===== config.mk =====
export PLATFORM = sky130hd
export DESIGN_NAME = timer0_count_unit
export DESIGN_NICKNAME = d
export VERILOG_FILES = /design/src/rtl/timer0_count_unit.sv
export SDC_FILE = /design/constraint.sdc
export NUM_CORES = 1
export LEC_CHECK = 0
export CAP_MARGIN = 20
export CORE_UTILIZATION = 46
export CTS_BUF_LIST = sky130_fd_sc_hd__clkbuf_16
export CTS_CLUSTER_SIZE = 30
export DETAILED_ROUTE_END_ITERATION = 10
export PLACE_DENSITY = 0.86
export SLEW_MARGIN = 15
export SYNTH_ARGS = -nofsm -noshare
export SYNTH_HDL_FRONTEND = slang
export SYNTH_SLANG_ARGS = --single-unit

===== constraint.sdc =====
create_clock -name clk -period 2.3 [get_ports clk]
set_clock_uncertainty 0.05 [all_clocks]
set_input_delay 0.69 -clock clk [delete_from_list [all_inputs] [get_ports clk]]
set_output_delay 0.69 -clock clk [all_outputs]
set_load 0.05 [all_outputs]

===== src/rtl/timer0_count_unit.sv =====
// rtl/timer0_count_unit.sv - ATMega32A Timer/Counter0 count, compare and OC0 waveform core
// Optional force-output-compare input (foc) is enabled by defining TIMER0_FOC_EN.
module timer0_count_unit #(
   parameter int WIDTH    = 8,
   parameter bit OC0_INIT = 1'b0
) (
   input  logic             clk,
   input  logic             rst_n,
   input  logic             tick,
   input  logic [1:0]       wgm,
   input  logic [1:0]       com,
   input  logic             tcnt_wr,
   input  logic [WIDTH-1:0] tcnt_din,
   input  logic             ocr_wr,
   input  logic [WIDTH-1:0] ocr_din,
   input  logic             tov_clr,
   input  logic             ocf_clr,
`ifdef TIMER0_FOC_EN
   input  logic             foc,
`endif
   output logic [WIDTH-1:0] tcnt,
   output logic [WIDTH-1:0] ocr,
   output logic             tov,
   output logic             ocf,
   output logic             oc0
);
   typedef enum logic [1:0] {
      MODE_NORMAL = 2'b00,
      MODE_PCPWM  = 2'b01,
      MODE_CTC    = 2'b10,
      MODE_FAST   = 2'b11
   } mode_t;

   localparam logic [WIDTH-1:0] MAX  = {WIDTH{1'b1}};
   localparam logic [WIDTH-1:0] ZERO = '0;
   localparam logic [WIDTH-1:0] ONE  = {{(WIDTH-1){1'b0}}, 1'b1};

   mode_t            mode;
   logic [WIDTH-1:0] ocr_act;
   logic [WIDTH-1:0] ocr_act_nxt;
   logic [WIDTH-1:0] tcnt_nxt;
   logic             dir;
   logic             dir_nxt;
   logic             skip;
   logic             oc_reg;
   logic             oc_nxt;
   logic             step;
   logic             match;
   logic             tov_set;
   logic             nonpwm;
   logic             force_cmp;
   logic             connected;

   assign mode   = mode_t'(wgm);
   assign nonpwm = (mode == MODE_NORMAL) || (mode == MODE_CTC);

`ifdef TIMER0_FOC_EN
   assign force_cmp = foc & nonpwm;
`else
   assign force_cmp = 1'b0;
`endif

   // A TCNT0 write consumes the tick; the following tick may not raise a compare match.
   assign step      = tick & ~tcnt_wr;
   assign match     = step & ~skip & (tcnt == ocr_act);
   assign connected = com[1] | (com[0] & nonpwm);
   assign oc0       = oc_reg & connected;

   always_comb begin
      tcnt_nxt    = tcnt;
      dir_nxt     = (mode == MODE_PCPWM) ? dir : 1'b0;
      ocr_act_nxt = ocr_act;
      oc_nxt      = oc_reg;
      tov_set     = 1'b0;

      if (tcnt_wr) begin
         tcnt_nxt = tcnt_din;
      end else if (step) begin
         case (mode)
            MODE_NORMAL: begin
               tcnt_nxt = tcnt + ONE;
               tov_set  = (tcnt == MAX);
            end
            MODE_CTC: begin
               tcnt_nxt = match ? ZERO : tcnt + ONE;
               tov_set  = (tcnt == MAX);
            end
            MODE_FAST: begin
               tcnt_nxt = tcnt + ONE;
               tov_set  = (tcnt == MAX);
               if (tcnt == MAX) ocr_act_nxt = ocr;
            end
            MODE_PCPWM: begin
               // dir flips on the edge that reaches either end, so TOP counts as down, BOTTOM as up
               tcnt_nxt = dir ? tcnt - ONE : tcnt + ONE;
               if (tcnt_nxt == MAX) begin
                  dir_nxt     = 1'b1;
                  ocr_act_nxt = ocr;
               end else if (tcnt_nxt == ZERO) begin
                  dir_nxt = 1'b0;
                  tov_set = dir;
               end
            end
            default: tcnt_nxt = tcnt;
         endcase
      end

      if (ocr_wr && nonpwm) ocr_act_nxt = ocr_din;

      if (nonpwm) begin
         if (match || force_cmp) begin
            case (com)
               2'b01:   oc_nxt = ~oc_reg;
               2'b10:   oc_nxt = 1'b0;
               2'b11:   oc_nxt = 1'b1;
               default: oc_nxt = oc_reg;
            endcase
         end
      end else if (com[1]) begin
         if (mode == MODE_FAST) begin
            if (step && (tcnt == MAX)) oc_nxt = ~com[0];
            else if (match)            oc_nxt = com[0];
         end else if (match) begin
            oc_nxt = dir ? ~com[0] : com[0];
         end
      end
   end

   always_ff @(posedge clk) begin
      if (!rst_n) begin
         tcnt    <= ZERO;
         ocr     <= ZERO;
         ocr_act <= ZERO;
         tov     <= 1'b0;
         ocf     <= 1'b0;
         oc_reg  <= OC0_INIT;
         dir     <= 1'b0;
         skip    <= 1'b0;
      end else begin
         tcnt    <= tcnt_nxt;
         ocr_act <= ocr_act_nxt;
         oc_reg  <= oc_nxt;
         dir     <= dir_nxt;
         if (ocr_wr) ocr <= ocr_din;
         if (tcnt_wr)   skip <= 1'b1;
         else if (step) skip <= 1'b0;
         tov <= tov_set | (tov & ~tov_clr);
         ocf <= match | (ocf & ~ocf_clr);
      end
   end
endmodule


==> impl_metrics.toml <==
[floorplanning]
rows = 24
die_w_um = 70.8
core_region_area_um2 = 4440
dieHeight_um = 70.8
initial_core_util_pct = 48.9
dieArea_um2 = 5010
io-pin-count = 46

[pwr]
vdd_ir_drop_max_mv = 0.495
power_mw = 1.82
powerDensity_nw_per_um2 = 527
power_leakage_nw = 1.43

[cts]
clk_latency_ns = 0.28
cts-buffers-inserted = 5
clkTransAtPathRegs_ns = 0.05
cts_sinks = 29
cts_buffer_depth = 2
hold_buffers = 0
root_buffer = "clkbuf_16"
cts_tree = "built"
h-tree-depth = 2

[global_route]
antenna_found_initial = 0
grt_pass1_wl_mm = 12.2
grt_max_degree = 14
grt_usage_pct = 31.5
grt_pass1_vias = 2615
grt_overflow = 0

[timing]
fin_crit_sh_pct = 98.5
maxSlewViolCount = 0
fmax_mhz = 441
fin_crit_ns = 2.27
finalHoldViolCount = 0
maxSlewHeadroom_pct = 66.5
final-setup-viol-count = 0
tightest_slew_ns = 0.502
rsz0062_at_grt = "yes"

[detailed_routing]
viasPerCell = 6.04
drt_iter0_markers = 163
vias = 2602
ant_nets = 0
drc_errors = 2
dr.pass1.iters = 9
wire_per_inst_um = 17.7
wirelength_mm = 7.65

[finish]
seq_area_um2 = 598
nets = 412
layout_commonest_cell = "buf_4"
final_cells = 431
diodes = 0
largest_registers = "ocr: 8 flops, ocr_act: 8 flops, tcnt: 8 flops"
layout_common_cells = "buf_4, nor2_1, clkdlybuf4s50_1"
num-fill-cells = 288
area_delta_synth_final_pct = 59.1
multi_input_area_um2 = 1650
drive_gt1_share_pct = 34.3

[synthesis]
yosysUniqueCellTypes = 57
synth_seq_cells = 29
netlist_area_um2 = 2170
synth_fp_nets = 315
ys_seq_area_share_pct = 26.7
synth_cells = 281
yosysWarnings = 0
synth_async_sr_flop_share_pct = 0
synth_edf_count = 0
synthFlopType = "dfxtp_1"
syn_avg_cell_area_um2 = 7.74
synth_top_area_share_pct = 26.7
yosys-top-cells-area = "dfxtp_1, nor2_1, mux2i_1"
yosysTopAreaCell = "dfxtp_1"

[placed_design]
gp_congestion = 0.937
portBuffers = 45
dp_hpwl_mm = 5.22
placed_cells = 411

[worst_hold_path]
worst_hold_path_type = "reg -> reg"

[job]
maxCapViolCount = 0

[critical_path]
critPathLaunchType = "primary input"
critPathRequiredTime_ns = 1.56
worst-path-max-fanout = 2
critPathKind = "in -> out"
arrival_ns = 1.53
endpoint_kind = "primary output"

[status]
status = "finished with violations"
violations = "DRC"
through the flow:
step | hold slack (ns) | utilization, % | setup TNS [ns] | setup WS (ns) | cell area [um^2]
2_1_floorplan | 0.398 | - | -0.101 | -0.101 | 2200
3_3_place_gp | 0.410 | 67.5 | -6.11 | -0.455 | 3000
3_5_place_dp | 0.415 | 67.5 | -7.47 | -0.495 | 3000
4_1_cts | 0.444 | 73.2 | -0.0754 | -0.0754 | 3250
5_1_grt | 0.455 | 77.8 | -0.153 | -0.0634 | 3460
6_report | 0.438 | 77.8 | 0 | 0.0334 | 3460
repair_timing:
action / in CTS / in global routing
setup endpoints to repair: 18 / 17
gates resized for setup: 26 / 32
setup buffers: 3 / 9
pin swaps: 3 / 9
layer usage:
metal / track usage (%) / vias up / share of wire [%]
li1: - / 1208 / -
met1: 33.9 / 1217 / 37
met2: 57.8 / 138 / 52
met3: 6.70 / 39 / 6.4
met4: 16.2 / 0 / 4.7
met5: 0 / - / 0
power breakdown:
part / leakage [nW] / switching [mW] / internal, mW
Combinational: 1.11 / 0.299 / 0.259
Sequential: 0.242 / 0.0355 / 0.533
Clock: 0.0808 / 0.237 / 0.458
Total: 1.43 / 0.571 / 1.25
worst paths after layout:
path                   start          to  slack [ns]  depth (start not counted)
setup / recovery      wgm[0]         oc0        0.03                          7
hold / removal    ocr_act[7]  ocr_act[7]        0.44                          2
setup reg to reg     tcnt[1]         tov        0.04                         10
hold reg to reg   ocr_act[7]  ocr_act[7]        0.44                          2
synth_stat cells, drive strengths merged, types with 2 or more instances:
library cell and number:
ha 7, xnor2 12, a211oi 2, o21ai 14
nor3 11, buf 9, nand2 18, nor2 35
mux2i 12, o31ai 4, inv 10, or4b 2
nor4 2, nand3 13, a22oi 4, or4 3
xor2 7, a21oi 18, dfxtp 29, a221oi 4
nand4 3, a21boi 2, nand2b 5, clkbuf 11
nor2b 8, a31oi 4, nand3b 2, or3 6
nand4b 3, o221a 2, nor3b 2
kinds of logic after synthesis:
group	count (synthesis)	synth area share [%]
compound gates	68	21.4
xor+xnor	19	8.00
fa+ha+maj	7	4.03
buf+inv	30	6.16
flops	29	26.7
mux	13	6.04
simple gates	115	27.7
worst max-delay path, cell delays in order:
cell,delay [ns]
buf_6,0.07
inv_2,0.05
ha_4,0.17
nor2_4,0.13
nor2b_4,0.05
o21a_2,0.22
buf_8,0.15
final cells by class:
class,instances,area share (%)
Multi-Input combinational cell,222,47.7
Timing Repair Buffer,110,27.5
Sequential cell,29,17.3
Clock buffer,6,4.34
Tap cell,52,1.88
Inverter,10,1.08
Clock inverter,2,0.217
Power figures use the tool's default switching activity.
